`config.mk`:
```
export PLATFORM = sky130hd
export DESIGN_NAME = wb_gpio_irq_flat
export DESIGN_NICKNAME = d
export VERILOG_FILES = /design/src/rtl/wb_gpio_pkg.sv /design/src/rtl/wb_gpio_irq_if.sv /design/src/rtl/gpio_in_cond.sv /design/src/rtl/wb_gpio_irq.sv /design/src/flat_wrapper.sv
export SDC_FILE = /design/constraint.sdc
export NUM_CORES = 1
export LEC_CHECK = 0
export ABC_CLOCK_PERIOD_IN_PS = 4500
export CAP_MARGIN = 25
export CORE_MARGIN = 2
export CORE_UTILIZATION = 59
export CTS_CLUSTER_DIAMETER = 60
export DETAILED_ROUTE_END_ITERATION = 16
export GPL_ROUTABILITY_DRIVEN = 0
export GPL_TIMING_DRIVEN = 0
export HOLD_SLACK_MARGIN = 0.03
export PLACE_DENSITY = 0.92
export SYNTH_ARGS = -nofsm -noshare
export SYNTH_HDL_FRONTEND = slang
export SYNTH_SLANG_ARGS = --single-unit
```
`constraint.sdc`:
```
create_clock -name clk -period 4.5 [get_ports clk]
set_input_delay 0.675 -clock clk [delete_from_list [all_inputs] [get_ports clk]]
set_output_delay 0.675 -clock clk [all_outputs]
set_load 0.05 [all_outputs]
```
`src/rtl/wb_gpio_pkg.sv`:
```
// wb_gpio_irq shared definitions
// Register offsets (adr[4:2]) and bus FSM states.
package wb_gpio_pkg;

    localparam int REG_IDX_W = 3;

    typedef logic [REG_IDX_W-1:0] reg_idx_t;

    localparam reg_idx_t ADDR_DATA_IN  = 3'd0;
    localparam reg_idx_t ADDR_DATA_OUT = 3'd1;
    localparam reg_idx_t ADDR_DIR      = 3'd2;
    localparam reg_idx_t ADDR_MASK     = 3'd3;
    localparam reg_idx_t ADDR_RISE_EN  = 3'd4;
    localparam reg_idx_t ADDR_FALL_EN  = 3'd5;
    localparam reg_idx_t ADDR_STATUS   = 3'd6;
    localparam reg_idx_t ADDR_RSVD     = 3'd7;

    typedef enum logic {
        ST_IDLE,
        ST_ACK
    } wb_state_e;

endpackage

```
`src/rtl/wb_gpio_irq_if.sv`:
```
// wb_gpio_irq Wishbone slave bundle
// Classic single-access Wishbone signals with master/slave views.
interface wb_gpio_irq_if;

    logic [31:0] wb_adr_i;
    logic [31:0] wb_dat_i;
    logic        wb_we_i;
    logic        wb_cyc_i;
    logic        wb_stb_i;
    logic        wb_ack_o;
    logic [31:0] wb_dat_o;

    modport master (
        output wb_adr_i,
        output wb_dat_i,
        output wb_we_i,
        output wb_cyc_i,
        output wb_stb_i,
        input  wb_ack_o,
        input  wb_dat_o
    );

    modport slave (
        input  wb_adr_i,
        input  wb_dat_i,
        input  wb_we_i,
        input  wb_cyc_i,
        input  wb_stb_i,
        output wb_ack_o,
        output wb_dat_o
    );

endinterface

```
`src/rtl/gpio_in_cond.sv`:
```
// wb_gpio_irq per-pin input conditioner
// Synchroniser, debounce counter, stable level and edge pulses.
module gpio_in_cond #(
    parameter int DEBOUNCE_CYCLES = 4
) (
    input  logic clk,
    input  logic rst,
    input  logic pin_i,
    output logic level_o,
    output logic rise_o,
    output logic fall_o
);

    localparam logic [15:0] CNT_LAST = 16'(DEBOUNCE_CYCLES - 1);

    logic        sync1_q;
    logic        sync2_q;
    logic        stable_q;
    logic        stable_d;
    logic [15:0] cnt_q;
    logic [15:0] cnt_d;
    logic        accept;

    // Count while the synchronised level disagrees; accept on the last count.
    always_comb begin
        stable_d = stable_q;
        cnt_d    = '0;
        accept   = (sync2_q != stable_q) && (cnt_q == CNT_LAST);
        if (sync2_q != stable_q) begin
            if (accept) begin
                stable_d = sync2_q;
            end else begin
                cnt_d = cnt_q + 16'd1;
            end
        end
    end

    // Synchroniser, counter and stable level state.
    always_ff @(posedge clk) begin
        if (rst) begin
            sync1_q  <= 1'b0;
            sync2_q  <= 1'b0;
            stable_q <= 1'b0;
            cnt_q    <= '0;
        end else begin
            sync1_q  <= pin_i;
            sync2_q  <= sync1_q;
            stable_q <= stable_d;
            cnt_q    <= cnt_d;
        end
    end

    // Edge pulses coincide with the edge that updates the stable level.
    assign level_o = stable_q;
    assign rise_o  = accept & sync2_q;
    assign fall_o  = accept & ~sync2_q;

endmodule

```
`src/rtl/wb_gpio_irq.sv`:
```
// wb_gpio_irq top: Wishbone GPIO with edge interrupts
// Bus FSM, register file, W1C status and level irq.
module wb_gpio_irq
    import wb_gpio_pkg::*;
#(
    parameter int               WIDTH           = 8,
    parameter int               DEBOUNCE_CYCLES = 4,
    parameter logic [WIDTH-1:0] DIR_RESET       = '0,
    parameter logic [WIDTH-1:0] OUT_RESET       = '0
) (
    input  logic             clk,
    input  logic             rst,
    wb_gpio_irq_if.slave     wb,
    input  logic [WIDTH-1:0] gpio_i,
    output logic [WIDTH-1:0] gpio_o,
    output logic [WIDTH-1:0] gpio_oe,
    output logic             irq_o
);

    wb_state_e        state_q, state_d;
    logic             req;
    logic             acc;
    logic             wr;
    reg_idx_t         idx;
    logic [WIDTH-1:0] wdata;

    logic [WIDTH-1:0] out_q, out_d;
    logic [WIDTH-1:0] dir_q, dir_d;
    logic [WIDTH-1:0] mask_q, mask_d;
    logic [WIDTH-1:0] rise_en_q, rise_en_d;
    logic [WIDTH-1:0] fall_en_q, fall_en_d;
    logic [WIDTH-1:0] status_q, status_d;
    logic [WIDTH-1:0] clr;
    logic [WIDTH-1:0] sets;
    logic [31:0]      rd;
    logic [31:0]      dat_q, dat_d;

    logic [WIDTH-1:0] din;
    logic [WIDTH-1:0] rise_p;
    logic [WIDTH-1:0] fall_p;

    logic             unused_bits;

    assign unused_bits = ^{wb.wb_adr_i[31:5], wb.wb_adr_i[1:0], wb.wb_dat_i};

    for (genvar i = 0; i < WIDTH; i++) begin : g_pin
        gpio_in_cond #(
            .DEBOUNCE_CYCLES(DEBOUNCE_CYCLES)
        ) u_cond (
            .clk    (clk),
            .rst    (rst),
            .pin_i  (gpio_i[i]),
            .level_o(din[i]),
            .rise_o (rise_p[i]),
            .fall_o (fall_p[i])
        );
    end

    assign req   = wb.wb_cyc_i & wb.wb_stb_i;
    assign acc   = (state_q == ST_IDLE) & req;
    assign wr    = acc & wb.wb_we_i;
    assign idx   = wb.wb_adr_i[4:2];
    assign wdata = wb.wb_dat_i[WIDTH-1:0];

    // Bus FSM: one ack cycle per access, then back to idle.
    always_comb begin
        state_d = state_q;
        unique case (state_q)
            ST_IDLE: if (req) state_d = ST_ACK;
            ST_ACK:  state_d = ST_IDLE;
            default: state_d = ST_IDLE;
        endcase
    end

    // Register writes and status update; a same-cycle set beats a clear.
    always_comb begin
        out_d     = out_q;
        dir_d     = dir_q;
        mask_d    = mask_q;
        rise_en_d = rise_en_q;
        fall_en_d = fall_en_q;
        clr       = '0;
        sets      = (rise_p & rise_en_q) | (fall_p & fall_en_q);
        if (wr) begin
            case (idx)
                ADDR_DATA_OUT: out_d     = wdata;
                ADDR_DIR:      dir_d     = wdata;
                ADDR_MASK:     mask_d    = wdata;
                ADDR_RISE_EN:  rise_en_d = wdata;
                ADDR_FALL_EN:  fall_en_d = wdata;
                ADDR_STATUS:   clr       = wdata;
                default:       ;
            endcase
        end
        status_d = (status_q & ~clr) | sets;
    end

    // Read mux; the registered copy is only refreshed by a read.
    always_comb begin
        rd = '0;
        case (idx)
            ADDR_DATA_IN:  rd[WIDTH-1:0] = din;
            ADDR_DATA_OUT: rd[WIDTH-1:0] = out_q;
            ADDR_DIR:      rd[WIDTH-1:0] = dir_q;
            ADDR_MASK:     rd[WIDTH-1:0] = mask_q;
            ADDR_RISE_EN:  rd[WIDTH-1:0] = rise_en_q;
            ADDR_FALL_EN:  rd[WIDTH-1:0] = fall_en_q;
            ADDR_STATUS:   rd[WIDTH-1:0] = status_q;
            ADDR_RSVD:     rd            = '0;
            default:       rd            = '0;
        endcase
        dat_d = (acc & ~wb.wb_we_i) ? rd : dat_q;
    end

    // State, register file and read data.
    always_ff @(posedge clk) begin
        if (rst) begin
            state_q   <= ST_IDLE;
            out_q     <= OUT_RESET;
            dir_q     <= DIR_RESET;
            mask_q    <= '0;
            rise_en_q <= '0;
            fall_en_q <= '0;
            status_q  <= '0;
            dat_q     <= '0;
        end else begin
            state_q   <= state_d;
            out_q     <= out_d;
            dir_q     <= dir_d;
            mask_q    <= mask_d;
            rise_en_q <= rise_en_d;
            fall_en_q <= fall_en_d;
            status_q  <= status_d;
            dat_q     <= dat_d;
        end
    end

    assign wb.wb_ack_o = (state_q == ST_ACK) & req;
    assign wb.wb_dat_o = dat_q;
    assign gpio_o      = out_q;
    assign gpio_oe     = dir_q;
    assign irq_o       = |(status_q & mask_q);

endmodule

```
`src/flat_wrapper.sv`:
```
// flat-port wrapper written by rule: the top's interface ports become plain ports
module wb_gpio_irq_flat import wb_gpio_pkg::*;
#(
    parameter int               WIDTH           = 8,
    parameter int               DEBOUNCE_CYCLES = 4,
    parameter logic [WIDTH-1:0] DIR_RESET       = '0,
    parameter logic [WIDTH-1:0] OUT_RESET       = '0
)
  (clk, rst, gpio_i, gpio_o, gpio_oe, irq_o, wb_wb_adr_i, wb_wb_dat_i, wb_wb_we_i, wb_wb_cyc_i, wb_wb_stb_i, wb_wb_ack_o, wb_wb_dat_o);
  wb_gpio_irq_if wb_i ();
  input  logic clk;
  input  logic rst;
  input  logic [WIDTH-1:0] gpio_i;
  output logic [WIDTH-1:0] gpio_o;
  output logic [WIDTH-1:0] gpio_oe;
  output logic irq_o;
  input wire logic [$bits(wb_i.wb_adr_i)-1:0] wb_wb_adr_i;
  input wire logic [$bits(wb_i.wb_dat_i)-1:0] wb_wb_dat_i;
  input wire logic [$bits(wb_i.wb_we_i)-1:0] wb_wb_we_i;
  input wire logic [$bits(wb_i.wb_cyc_i)-1:0] wb_wb_cyc_i;
  input wire logic [$bits(wb_i.wb_stb_i)-1:0] wb_wb_stb_i;
  output wire logic [$bits(wb_i.wb_ack_o)-1:0] wb_wb_ack_o;
  output wire logic [$bits(wb_i.wb_dat_o)-1:0] wb_wb_dat_o;
  assign wb_i.wb_adr_i = wb_wb_adr_i;
  assign wb_i.wb_dat_i = wb_wb_dat_i;
  assign wb_i.wb_we_i = wb_wb_we_i;
  assign wb_i.wb_cyc_i = wb_wb_cyc_i;
  assign wb_i.wb_stb_i = wb_wb_stb_i;
  assign wb_wb_ack_o = wb_i.wb_ack_o;
  assign wb_wb_dat_o = wb_i.wb_dat_o;
  wb_gpio_irq #(.WIDTH(WIDTH), .DEBOUNCE_CYCLES(DEBOUNCE_CYCLES), .DIR_RESET(DIR_RESET), .OUT_RESET(OUT_RESET)) u_core (.clk(clk), .rst(rst), .wb(wb_i), .gpio_i(gpio_i), .gpio_o(gpio_o), .gpio_oe(gpio_oe), .irq_o(irq_o));
endmodule
```
==> results of run 1 <==
==> per-stage QoR <==
step	instance area [um2]	hold slack [ns]	cells	total power (W)	worst slack, ns
after floorplan	9440	0.414	1061	0.00205	2.69
after global placement	10200	0.419	1326	0.00212	1.46
after detailed placement	10200	0.431	1326	0.00212	1.40
after CTS	11000	0.444	1364	0.00403	1.57
after global routing	11000	0.467	1364	0.00413	1.54
final	11000	0.443	1364	0.00403	1.56
==> critical path, cell delays in order <==
cell             delay, ns
clkdlybuf4s50_1       0.60
and3_1                0.20
clkdlybuf4s50_1       0.79
==> layout by cell type (no fill, tap or decap), drive strengths merged, types with 6 or more instances in the layout <==
master,count
dfxtp,209
nor2,191
xnor2,80
mux2i,59
clkdlybuf4s50,49
clkbuf,48
nand4,47
nor4,45
nand2,44
nand3,44
buf,42
nor3,38
xor2,36
conb,24
nor2b,20
inv,19
a21oi,18
nand3b,16
and3,16
a21boi,8
o21a,8
ha,8
or3,7
a31oi,6
nor4b,6
and4,6
==> worst paths after layout <==
path         slack (ns)                                          to                                        from
max                1.56                                 wb_wb_ack_o                                 wb_wb_stb_i
min                0.44   u_core.g_pin[4].u_cond.sync2_q$_SDFF_PP0_   u_core.g_pin[4].u_cond.sync1_q$_SDFF_PP0_
max reg2reg        2.47  u_core.g_pin[0].u_cond.cnt_q[9]$_SDFF_PP0_  u_core.g_pin[0].u_cond.cnt_q[0]$_SDFF_PP0_
min reg2reg        0.44   u_core.g_pin[4].u_cond.sync2_q$_SDFF_PP0_   u_core.g_pin[4].u_cond.sync1_q$_SDFF_PP0_
==> cells by family after synthesis <==
group / after synthesis
compound gates: 75
xor+xnor: 116
fa+ha+maj: 8
buf+inv: 79
flops: 209
mux: 59
other cells: 1
simple gates: 491
==> flip-flops by register name (all words and copies together), names as in the netlist <==
register / flops
u_core.g_pin.u_cond.level_o: 8
u_core.gpio_o: 8
u_core.mask_q: 8
u_core.fall_en_q: 8
u_core.rise_en_q: 8
u_core.wb.wb_dat_o: 8
u_core.status_q: 8
u_core.gpio_oe: 8
u_core.state_q: 1
u_core.g_pin.u_cond.sync1_q: 8
u_core.g_pin.u_cond.cnt_q: 128
u_core.g_pin.u_cond.sync2_q: 8
==> report_power, final <==
part           total [W]  internal, W  switching (W)
clock network    0.00194      0.00121       0.000733
registers        0.00188      0.00186      0.0000127
logic           0.000207    0.0000686       0.000138
total            0.00403      0.00314       0.000884
==> final cells by class <==
class | instances | area (um2) | share of cell area
Buffer | 60 | 340 | 0.0310
Clock buffer | 30 | 631 | 0.0574
Clock inverter | 8 | 155 | 0.0141
Multi-Input combinational cell | 773 | 4850 | 0.441
Sequential cell | 209 | 4180 | 0.381
Inverter | 19 | 71.3 | 0.00649
Tap cell | 216 | 270 | 0.0246
Timing Repair Buffer | 49 | 490 | 0.0446
==> cell usage after synthesis (all sizes together) (16+ instances only) <==
library cell | instances | area, um2
nor2 | 191 | 717
and3 | 16 | 101
nand4 | 47 | 315
clkbuf | 18 | 70.1
nor2b | 20 | 125
a21oi | 18 | 90.1
buf | 42 | 270
nand3b | 16 | 120
nand2 | 44 | 165
inv | 19 | 71.3
nand3 | 44 | 225
nor3 | 38 | 229
mux2i | 59 | 591
xor2 | 36 | 315
xnor2 | 80 | 701
dfxtp | 209 | 4180
nor4 | 45 | 282
==> layer usage <==
layer  track usage  up-vias  share of wire
met5             0        -              0
met4        0.0898        0          0.037
li1              -     3780              -
met1         0.329     3558           0.42
met2         0.418      321           0.47
met3        0.0381       73          0.070
==> out/metrics.cfg, run 1 <==
[global_route]
grt_pass1_vias=7056
antenna_found_initial=0
overflow=0
grt.total_usage=0.249
grt_max_degree=15
grt_pass1_wl_mm=34.3

[timing]
setup_viol=0
finalCritPeriodShare=0.653
max-slew-margin-rel=0.508
maxSlewViolCount=0
min_period_ns=2.94
tightestPinTransition_ns=0.738
fin_setup_tns_ns=0
rsz0062_at_grt=no
fin_skew_ns=0.0258
achievable-frequency_mhz=340
hold_viol=0

[logic_synthesis]
async_flop_share=0
ys_seq_area_frac=0.447
synth-main-ff-cell=dfxtp_1
synth_edf_count=0
synth_compound_area_frac=0.0556
synth-seq-cells=209
synth_mux_area_frac=0.0631
synth-xor-area-share=0.109
syn_area_um2=9360
synth_top_family_by_area=simple AND/OR/NAND/NOR gates
synthAdderAreaFrac=0.0107
ys_warn_count=0
synth_cells=1038
ys_types=54
avgSynthCellArea_um2=9.02
synth-simple-area-share=0.270

[floorplan]
core-area_um2=15700
die_h_um=130
die_x_um=130
initial_core_util=0.596
rows=46
io_pins=127
die_area_um2=16900

[worst_setup_path]
crit_required_ns=3.83
ff2ff_path_depth=6
path_class=primary input to primary output
critPathMaxFanout=4
cp-end-kind=primary output
crit_arrival_ns=2.27
critPathLaunchType=primary input

[routing]
wire_per_inst_um=15.6
vias_per_cell=5.67
post-route-drc-count=0
vias=7732
drt-initial-drc-count=812
first_pass_iters=6
antenna_left=0
routed_wl_mm=21.3

[pwr]
p_leak_nw=3.80
peakVddDrop_mv=0.338
powerDensity_nw_per_um2=366

[clock_tree]
clk_pin_slew_ns=0.06
numClockSinks=209
cts_tree=built
cts_buffer_depth=3
holdBufCountCts=0
clkLatencyLatePin_ns=0.52
htreeDepth=1
clockRootBuffer=clkbuf_16
post-cts-setup-buffer-count=0
cts_buffers=22
cts_resized=0

[final_layout]
fillers=1125
syn2layout_area_growth_pct=17.4
final_util=0.699
n_antenna_cell=0
nNetsFinal=1219
final_layout_size_suffix_gt1_frac=0.0775

[placement]
io_buffers=49
hpwlAfterDp_mm=14.0

[run]
cap_violations=0

[min_path]
holdPathStages=1
holdCritPathClass=flip-flop to flip-flop

[outcome]
status=finished, final reports clean

Note: power is estimated with default switching activity, not from simulation.
==> run 2, diff against run 1 <==
Settings changed: ABC_CLOCK_PERIOD_IN_PS 4500 to 2900, CORE_UTILIZATION 59 to 55, PLACE_DENSITY 0.92 to 0.87.
Clock period 4.5 ns to 2.9 ns, I/O delays scaled along.
==> run 2 against run 1 <==
Global-route usage down 1.9 points. Sequential power grew 55%. Largest cell class unchanged. Critical path type is now primary input to flip-flop. Clock skew is 0.00054 ns lower. Clock-buffer cell count rose by 3. Non-clock buffer count is the same. Flip-flop and latch count stayed put. First-iteration DRC count is 45% lower. Setup slack got worse by 1.1 ns. Highest routed layer unchanged. Utilization shrank 3.9 points.
==> out/metrics.cfg, run 2 (synthesized netlist as in run 1, its figures left out) <==
[pwr]
switching_share=0.225  ; +0.00596
combPwrFrac=0.053  ; +0.002
p_leak_nw=3.78  ; -0.53%
p_int_w=0.00470  ; +50%
pwr-share-clk=0.467  ; -0.015
peakVddDrop_mv=0.511  ; +51%
powerDensity_nw_per_um2=554  ; +51%
p_sw_w=0.00137  ; +55%
design_power_total_w=0.00607  ; +51%
seqPwrFrac=0.480  ; +0.014

[clock_tree]
htreeDepth=1  ; unchanged
cts_resized=0  ; unchanged
numClockSinks=209  ; unchanged
clk_pin_slew_ns=0.06  ; about the same
cts_buffers=23  ; +4.5%
cts_tree=built
holdBufCountCts=0  ; unchanged
cts_buffer_depth=3  ; unchanged
clkLatencyLatePin_ns=0.51  ; about the same
post-cts-setup-buffer-count=0  ; unchanged
clockRootBuffer=clkbuf_16

[placement]
dp_cells=1330  ; +0.30%
postPlaceCellArea_um2=10200  ; about the same
io_buffers=49  ; unchanged
hpwlAfterDp_mm=14.2  ; +1.1%

[min_path]
holdCritPathClass=flip-flop to flip-flop
hp-start=u_core.g_pin[4].u_cond.sync1_q$_SDFF_PP0_

[routing]
drt-initial-drc-count=449  ; -45%
post-route-drc-count=0  ; unchanged
first_pass_iters=5  ; -1
vias=7692  ; -0.52%
antenna_left=0  ; unchanged
wire_per_inst_um=15.1  ; -3.4%
vias_per_cell=5.61  ; -1.0%
routed_wl_mm=20.7  ; -2.9%

[floorplan]
die_h_um=134  ; +3.5%
die_x_um=134  ; +3.5%
core-area_um2=16600  ; +5.5%
rows=47  ; +2.2%
die_area_um2=18100  ; +7.0%
initial_core_util=0.564  ; -0.0313
io_pins=127  ; unchanged

[global_route]
grt.total_usage=0.230  ; -0.0195
antenna_found_initial=0  ; unchanged
overflow=0  ; unchanged
grt_pass1_wl_mm=34.4  ; +0.24%
grt_pass1_vias=7155  ; +1.4%
grt_max_degree=14  ; -1

[final_layout]
nNetsFinal=1220  ; +0.082%
final_util=0.661  ; -0.0388
regMostFlops=u_core.g_pin.u_cond.cnt_q
stdcell_count=1371  ; +0.51%
largest_reg_flops=128  ; unchanged
n_antenna_cell=0  ; unchanged
syn2layout_area_growth_pct=17.1
stdcell_area_um2=11000  ; -0.31%
final_layout_size_suffix_gt1_frac=0.0791  ; +0.00154
mostFrequentLayoutCell=dfxtp_1
final_cell_mix=dfxtp_1 (209), nor2_1 (191), xnor2_1 (80)

[worst_setup_path]
crit_arrival_ns=2.80  ; +0.53 ns
critPathMaxFanout=10  ; +6
crit_path_cell_trace=clkdlybuf4s50_1, clkbuf_1, buf_1, clkbuf_1, nor2_1
ff2ff_path_depth=6  ; unchanged
path_class=primary input to flip-flop
cp-end-kind=flip-flop
critical_path.startpoint=rst
crit_top_cell=clkbuf_1
crit_end=u_core.g_pin[2].u_cond.level_o$_SDFFE_PP0P_
cpPeakStageDelay_ns=0.63  ; -0.16 ns
crit_path_top_delay_cell=clkbuf_1
r2r_slack_ns=0.91  ; -1.56 ns
critPathLaunchType=primary input
crit_required_ns=3.25  ; -0.58 ns
r2r_end=u_core.g_pin[0].u_cond.cnt_q[15]$_SDFF_PP0_
reg2reg_from=u_core.g_pin[0].u_cond.cnt_q[0]$_SDFF_PP0_

[outcome]
status=finished, final reports clean

[timing]
fin_skew_ns=0.0252  ; -0.000539 ns
rsz0062_at_grt=no
hold_viol=0  ; unchanged
setup_viol=0  ; unchanged
maxSlewViolCount=0  ; unchanged
finalCritPeriodShare=0.843
tightestPinTransition_ns=0.746  ; +0.00763 ns
max-slew-margin-rel=0.503  ; -0.00509
achievable-frequency_mhz=409
fin_setup_tns_ns=0  ; unchanged
min_period_ns=2.45

[run]
cap_violations=0  ; unchanged

-- run 2: cell count changes in the layout (fill, tap and decap cells not counted), sizes merged --
cell | before | now
inv | 19 | 20
bufinv | 4 | 1
clkbuf | 48 | 51
clkinvlp | 0 | 2
-- run 2: area by class of cell --
cell class                 count  area, um2
sequential                   209       4180
tap                          220        275
inverter                      19       71.3
clock buffer                  33        673
timing repair buffer          49        490
multi-input combinational    773       4850
fill                        1322       5630
clock inverter                 8       73.8
buffer                        60        340
-- run 2: how the worst min path moves through the flow --
stage,endpoint,depth (start not counted)
final,u_core.g_pin[4].u_cond.sync2_q$_SDFF_PP0_,1
after detailed placement,u_core.g_pin[1].u_cond.sync2_q$_SDFF_PP0_,1
after global placement,u_core.g_pin[6].u_cond.sync2_q$_SDFF_PP0_,1
after CTS,u_core.g_pin[4].u_cond.sync2_q$_SDFF_PP0_,1
after floorplan,u_core.g_pin[0].u_cond.sync2_q$_SDFF_PP0_,1
after global routing,u_core.g_pin[6].u_cond.sync2_q$_SDFF_PP0_,1
-- run 2: critical path, delay by kind of cell --
family / cells / cell delay, ns
buffers and inverters: 4 / 2.24
AND/OR/NAND/NOR: 1 / 0.11
-- run 2: power groups by stage --
stage / logic (W) / clock network (W) / registers (W)
2_1_floorplan: 0.000196 / 0 / 0.00299
3_3_place_gp: 0.000311 / 0 / 0.00297
3_5_place_dp: 0.000314 / 0 / 0.00297
4_1_cts: 0.000317 / 0.00287 / 0.00291
5_1_grt: 0.000339 / 0.00298 / 0.00291
6_report: 0.000320 / 0.00284 / 0.00291
-- run 2: through the flow --
step / hold WS (ns) / setup slack, ns
2_1_floorplan: 0.414 / 1.30
3_3_place_gp: 0.416 / 0.0490
3_5_place_dp: 0.425 / 0.0192
4_1_cts: 0.452 / 0.481
5_1_grt: 0.473 / 0.372
6_report: 0.447 / 0.455
-- run 2: layer usage --
metal	vias up	track usage	routed length [um]
li1	3792	-	-
met1	3605	0.311	9120
met2	240	0.367	9450
met3	55	0.0446	1490
met4	0	0.0819	627
met5	-	0	0
